**config.mk**
```make
export PLATFORM = sky130hd
export DESIGN_NAME = nanorv32_pmux_porta
export DESIGN_NICKNAME = d
export VERILOG_FILES = /design/src/rtl/nanorv32_pmux_porta_pkg.sv /design/src/rtl/nanorv32_pmux_porta_sync2.sv /design/src/rtl/nanorv32_pmux_porta.sv
export SDC_FILE = /design/constraint.sdc
export NUM_CORES = 1
export LEC_CHECK = 0
export ABC_AREA = 1
export CELL_PAD_IN_SITES_DETAIL_PLACEMENT = 1
export CELL_PAD_IN_SITES_GLOBAL_PLACEMENT = 2
export CORE_AREA = 2 2 168 170
export DETAILED_ROUTE_END_ITERATION = 10
export DIE_AREA = 0 0 170 172
export PLACE_DENSITY_LB_ADDON = 0.1
export SLEW_MARGIN = 20
export SYNTH_ARGS = -nofsm -noshare
export SYNTH_HDL_FRONTEND = slang
export SYNTH_SLANG_ARGS = --single-unit
```
**constraint.sdc**
```tcl
create_clock -name clk_in -period 2.5 [get_ports clk_in]
set_clock_uncertainty 0.15 [all_clocks]
set_input_delay 0.25 -clock clk_in [delete_from_list [all_inputs] [get_ports clk_in]]
set_output_delay 0.25 -clock clk_in [all_outputs]
set_load 0.02 [all_outputs]
```
**src/rtl/nanorv32_pmux_porta_pkg.sv**
```systemverilog
// Port A pin-mux shared definitions: pin count, register word indices and function-select encodings.
package nanorv32_pmux_porta_pkg;

    localparam int CHIP_PORT_A_WIDTH = 16;
    localparam int IRQ_STATUS_LSB    = 16;

    // Word index = reg_addr[4:2]; byte offset = index * 4
    typedef enum logic [2:0] {
        REG_GPIO_OUT = 3'd0,
        REG_GPIO_OE  = 3'd1,
        REG_GPIO_IN  = 3'd2,
        REG_FSEL_LO  = 3'd3,
        REG_FSEL_HI  = 3'd4,
        REG_PAD_IE   = 3'd5,
        REG_IRQ_RISE = 3'd6,
        REG_IRQ_FALL = 3'd7
    } reg_idx_e;

    typedef enum logic [1:0] {
        FSEL_GPIO = 2'd0,
        FSEL_AF1  = 2'd1,
        FSEL_AF2  = 2'd2,
        FSEL_AF3  = 2'd3
    } fsel_e;

endpackage

```
**src/rtl/nanorv32_pmux_porta_sync2.sv**
```systemverilog
// Two-flop synchronizer for a vector of asynchronous pad inputs.
module nanorv32_sync2 #(
    parameter int W = 16
) (
    input  logic         clk_in,
    input  logic         rst_n,
    input  logic [W-1:0] d,
    output logic [W-1:0] q
);

    logic [W-1:0] meta;

    always_ff @(posedge clk_in or negedge rst_n) begin
        if (!rst_n) begin
            meta <= '0;
            q    <= '0;
        end else begin
            meta <= d;
            q    <= meta;
        end
    end

endmodule

```
**src/rtl/nanorv32_pmux_porta.sv**
```systemverilog
// Port A pin multiplexer / GPIO controller feeding the pad ring.
// Optional pin-change interrupt logic is built when NANORV32_PMUX_IRQ_EN is defined.
module nanorv32_pmux_porta
    import nanorv32_pmux_porta_pkg::*;
#(
    parameter int W = CHIP_PORT_A_WIDTH
) (
    input  logic           clk_in,
    input  logic           rst_n,
    input  logic           reg_sel,
    input  logic           reg_we,
    input  logic [4:0]     reg_addr,
    input  logic [31:0]    reg_wdata,
    output logic [31:0]    reg_rdata,
    output logic           reg_ready,
    input  logic [3*W-1:0] af_dout,
    input  logic [3*W-1:0] af_oe,
    output logic [W-1:0]   af_din,
    input  logic [W-1:0]   pad_pmux_din,
    output logic [W-1:0]   pmux_pad_dout,
    output logic [W-1:0]   pmux_pad_oe,
    output logic [W-1:0]   pmux_pad_ie,
    output logic           irq
);

    logic [W-1:0]      gpio_out;
    logic [W-1:0]      gpio_oe;
    logic [W-1:0]      pad_ie;
    logic [W-1:0][1:0] fsel;
    logic [W-1:0]      sync_in;
    logic [W-1:0]      gpio_in;
    logic [W-1:0]      dout_nxt;
    logic [W-1:0]      oe_nxt;
    logic [31:0]       rd_word;
    logic              rd_pend;
    logic              wr_en;
    logic              rd_en;
    reg_idx_e          idx;
    logic              unused_bits;

    assign idx         = reg_idx_e'(reg_addr[4:2]);
    assign wr_en       = reg_sel & reg_we;
    assign rd_en       = reg_sel & ~reg_we & ~rd_pend;
    // Write completes combinationally; held low while in reset so an aborted access never looks done
    assign reg_ready   = rst_n & (wr_en | rd_pend);
    assign unused_bits = ^{reg_addr[1:0], reg_wdata};

    nanorv32_sync2 #(.W(W)) u_sync2 (
        .clk_in (clk_in),
        .rst_n  (rst_n),
        .d      (pad_pmux_din),
        .q      (sync_in)
    );

    assign gpio_in = sync_in & pad_ie;
    assign af_din  = gpio_in;

    always_ff @(posedge clk_in or negedge rst_n) begin
        if (!rst_n) begin
            gpio_out <= '0;
            gpio_oe  <= '0;
            pad_ie   <= '1;
            fsel     <= '0;
        end else if (wr_en) begin
            case (idx)
                REG_GPIO_OUT: gpio_out <= reg_wdata[W-1:0];
                REG_GPIO_OE:  gpio_oe  <= reg_wdata[W-1:0];
                REG_PAD_IE:   pad_ie   <= reg_wdata[W-1:0];
                REG_FSEL_LO: begin
                    for (int i = 0; i < 8; i++)
                        if (i < W) fsel[i] <= reg_wdata[2*i +: 2];
                end
                REG_FSEL_HI: begin
                    for (int i = 0; i < 8; i++)
                        if (i + 8 < W) fsel[i+8] <= reg_wdata[2*i +: 2];
                end
                default: ;
            endcase
        end
    end

`ifdef NANORV32_PMUX_IRQ_EN
    logic [W-1:0] irq_rise;
    logic [W-1:0] irq_fall;
    logic [W-1:0] irq_status;
    logic [W-1:0] sync_prev;
    logic [W-1:0] irq_set;
    logic [W-1:0] irq_clr;

    assign irq_set = (sync_in & ~sync_prev & irq_rise) | (~sync_in & sync_prev & irq_fall);
    assign irq_clr = (wr_en && idx == REG_IRQ_RISE) ? reg_wdata[IRQ_STATUS_LSB +: W] : '0;

    always_ff @(posedge clk_in or negedge rst_n) begin
        if (!rst_n) begin
            irq_rise   <= '0;
            irq_fall   <= '0;
            irq_status <= '0;
            sync_prev  <= '0;
            irq         <= 1'b0;
        end else begin
            sync_prev  <= sync_in;
            // New edge beats a simultaneous write-1-to-clear so no event is lost
            irq_status <= (irq_status & ~irq_clr) | irq_set;
            irq        <= |irq_status;
            if (wr_en && idx == REG_IRQ_RISE) irq_rise <= reg_wdata[W-1:0];
            if (wr_en && idx == REG_IRQ_FALL) irq_fall <= reg_wdata[W-1:0];
        end
    end
`else
    assign irq = 1'b0;
`endif

    always_comb begin
        rd_word = '0;
        case (idx)
            REG_GPIO_OUT: rd_word[W-1:0] = gpio_out;
            REG_GPIO_OE:  rd_word[W-1:0] = gpio_oe;
            REG_GPIO_IN:  rd_word[W-1:0] = gpio_in;
            REG_PAD_IE:   rd_word[W-1:0] = pad_ie;
            REG_FSEL_LO: begin
                for (int i = 0; i < 8; i++)
                    if (i < W) rd_word[2*i +: 2] = fsel[i];
            end
            REG_FSEL_HI: begin
                for (int i = 0; i < 8; i++)
                    if (i + 8 < W) rd_word[2*i +: 2] = fsel[i+8];
            end
`ifdef NANORV32_PMUX_IRQ_EN
            REG_IRQ_RISE: begin
                rd_word[W-1:0]                = irq_rise;
                rd_word[IRQ_STATUS_LSB +: W]  = irq_status;
            end
            REG_IRQ_FALL: rd_word[W-1:0] = irq_fall;
`endif
            default: ;
        endcase
    end

    always_ff @(posedge clk_in or negedge rst_n) begin
        if (!rst_n) begin
            reg_rdata <= '0;
            rd_pend   <= 1'b0;
        end else begin
            rd_pend <= rd_en;
            if (rd_en) reg_rdata <= rd_word;
        end
    end

    // One mux level per pin, then a register: an FSEL change lands on a single edge
    always_comb begin
        dout_nxt = '0;
        oe_nxt   = '0;
        for (int i = 0; i < W; i++) begin
            case (fsel[i])
                FSEL_AF1: begin
                    dout_nxt[i] = af_dout[i];
                    oe_nxt[i]   = af_oe[i];
                end
                FSEL_AF2: begin
                    dout_nxt[i] = af_dout[W+i];
                    oe_nxt[i]   = af_oe[W+i];
                end
                FSEL_AF3: begin
                    dout_nxt[i] = af_dout[2*W+i];
                    oe_nxt[i]   = af_oe[2*W+i];
                end
                default: begin
                    dout_nxt[i] = gpio_out[i];
                    oe_nxt[i]   = gpio_oe[i];
                end
            endcase
        end
    end

    always_ff @(posedge clk_in or negedge rst_n) begin
        if (!rst_n) begin
            pmux_pad_dout <= '0;
            pmux_pad_oe   <= '0;
            pmux_pad_ie   <= '1;
        end else begin
            pmux_pad_dout <= dout_nxt;
            pmux_pad_oe   <= oe_nxt;
            pmux_pad_ie   <= pad_ie;
        end
    end

endmodule

```
==> impl_metrics.toml <==
[synth]
synth.avg_cell_area_um2 = 8.61
netlist_instances = 911
synth-compound-area-share_pct = 7.19
synth_seq_area_share_pct = 57.0
synth_top_family_by_area = "simple AND/OR/NAND/NOR gates"
synth_cell_types = 29
synth-edff-count = 0
synth_top_area_share_pct = 46.3
synthAdderAreaFrac_pct = 0
synth_area_um2 = 7850
synth_area_leader_cell = "dfrtp_1"
synth_xor_xnor_area_share_pct = 0
netlist_top_cells_count = "nand2_1 (230), dfrtp_1 (145), nand3_1 (117)"
synth_most_common_cell = "nand2_1"
ys_ff_latch = 177
synthFlopType = "dfrtp_1"
synth_simple_gate_area_share_pct = 26.8
synth_mux_area_share_pct = 0
yosysWarningCount = 0
async_flop_share_pct = 100
netlist_top_cells_area = "dfrtp_1 (46%), nand2_1 (11%), dfstp_2 (11%)"

[clock_network]
htree_levels = 4
clk_latency_ns = 0.44
root_buffer = "clkbuf_16"
postCtsSetupBuffers = 0
cts.clk_slew.worst_paths_ns = 0.08
cts_resized = 0
cts_num_sinks = 177
cts_tree = "built"
clockBufferDepth = 2
numCtsBuffers = 17
cts-hold-fix-buffers = 1

[power]
p_int_uw = 6080
p_leak_uw = 0.00507
switching_share_pct = 34.5
combPwrFrac_pct = 26.4
switchingPower_uw = 3200
power_frac_seq_pct = 44.0
power_density_nw_per_um2 = 848
ir_drop_mv = 0.328
clkPwrFrac_pct = 29.6

[detailed_routing]
dr.first_iter.drc_count = 334
wl_met1_um = 12900
wl_um = 28500
wl_per_cell_um = 19.1
ant_nets = 0
drt_first_pass_iters = 4
wl_met3_um = 1120
vias_per_cell = 4.77
top_layer = "met4"
drc = 0
dr_total_vias = 7098
wl_met2_um = 14000

[sta]
drv_slew = 0
finalHoldViolCount = 0
rsz0062_at_grt = "false"
final-setup-viol-count = 0
slew_headroom_pct = 46.3
fin_crit_sh_pct = 89.3
worst_pin_slew_ns = 0.805
whs_ns = 0.0917
fmax_mhz = 448
fin_ws_ns = 0.269
finalCriticalPeriod_ns = 2.23
tns_ns = 0

[layout]
seqCellArea_um2 = 4470
nFillCells = 3239
syn2layout_area_growth_pct = 39.5
drive_gt1_share_pct = 9.04
multi_input_area_um2 = 2730
fin_cells = 1487
nets = 1280

[worst_hold_path]
worstHoldEndpoint = "u_sync2.meta[3]"
holdPathStages = 1
min_path_type = "in -> reg"
min_from = "pad_pmux_din[3]"

[setup_path]
required_ns = 2.10
r2r-end = "reg_rdata[7]"
cp-start-kind = "register"
ff2ff_setup_slack_ns = 1.00
reg2reg_depth = 5
r2r-start = "rd_pend"
crit_start = "pad_ie[7]"
crit_arrival_ns = 1.83
end_kind = "output pin"
crit_type = "reg -> out"
crit_path_max_fanout = 4

[floorplanning]
row_count = 61
io-pin-count = 251
die_h_um = 172
start_util_pct = 28.6
core_area_um2 = 27500
die_x_um = 170
dieArea_um2 = 29200

[placed_design]
port-buffer-count = 215
dp.cells = 1453
gp_congestion = 0.780
place_ws_ns = 0.135
dp_hpwl_um = 21100

[flow_run]
maxCapViolCount = 0

[global_route]
antenna_found_initial = 1
grt_max_degree = 91
gr-total-overflow = 0
grt_pass1_vias = 7409
grt_pass1_wl_um = 43600
grt_use_total_pct = 20.0

[outcome]
status = "completed"
[sequential cells by signal, summed over array words and instances, names as in the netlist]
| name | cells |
|---|---|
| fsel | 32 |
| pmux_pad_ie | 16 |
| rd_pend | 1 |
| pmux_pad_oe | 16 |
| pad_ie | 16 |
| gpio_out | 16 |
| u_sync2.meta | 16 |
| pmux_pad_dout | 16 |
| reg_rdata | 16 |
| gpio_oe | 16 |
| u_sync2.q | 16 |
[layout by cell type (no fill, tap or decap), types with 2 or more instances in the layout]
cell type        instances
a221oi_1                 2
nand4_1                 56
o21ai_0                 72
nand2_1                230
conb_1                  17
clkdlybuf4s50_1        213
inv_2                    3
buf_4                   26
o21ai_1                  5
nand3_2                  2
a21oi_1                 18
clkinv_4                 4
nand3_1                117
a31oi_1                  6
inv_6                    6
clkbuf_16               17
inv_1                   84
nor2_1                  63
nor2_4                   2
dfrtp_1                145
inv_8                    3
o2111ai_1                2
dfstp_2                 32
nor3_1                   3
[cell families (layout without fill, tap and decap cells)]
group | Yosys count | count (layout)
AO/OA/AOI/OAI | 107 | 107
other | 1 | 18
AND/OR/NAND/NOR | 475 | 475
flip-flops | 177 | 177
buffers and inverters | 151 | 364
[final cells by class]
| type | count | area share, % |
|---|---|---|
| clock buffers | 17 | 3.89 |
| clock inverters | 15 | 1.50 |
| inverters | 89 | 3.10 |
| multi-input cells | 599 | 25.0 |
| well taps | 346 | 3.96 |
| flip-flops and latches | 177 | 40.8 |
| repair buffers | 243 | 21.7 |
| diodes | 1 | 0.0229 |
[worst max-delay path, cell delays in order, from the launching register on]
cell,delay [ns]
dfstp_2,0.58
nand2_1,0.06
inv_1,0.13
clkdlybuf4s50_1,0.63
[worst max-delay path by stage]
stage / endpoint / slack, ns / depth (start not counted)
finish: af_din[7] / 0.27 / 3
global route: af_din[7] / 0.18 / 3
CTS: af_din[6] / 0.23 / 3
detailed placement: reg_rdata[2] / 0.14 / 9
global placement: reg_rdata[2] / 0.16 / 9
floorplan: reg_rdata[1] / 1.16 / 10
[through the flow]
stage	cell area [µm²]	power (µW)	util [%]
6_report	10900	9280	39.8
5_1_grt	10900	9840	39.8
4_1_cts	10900	9410	39.8
3_5_place_dp	10300	6630	37.6
3_3_place_gp	10300	6580	37.6
2_1_floorplan	7910	5220	-
[metal layers]
layer  track usage [%]  vias to the layer above
met5                 0                        -
met3              3.89                       24
li1                  -                     3399
met4              4.83                        0
met2              34.3                      139
met1              26.3                     3536
[power by group through the flow]
stage / Combinational [µW] / Clock [µW] / Sequential [µW]
after floorplan: 942 / 0 / 4280
after global placement: 2450 / 0 / 4130
after detailed placement: 2480 / 0 / 4150
after CTS: 2490 / 2810 / 4100
after global routing: 2710 / 2940 / 4180
final: 2450 / 2750 / 4080
No activity file was read; power rests on OpenSTA's default activity.
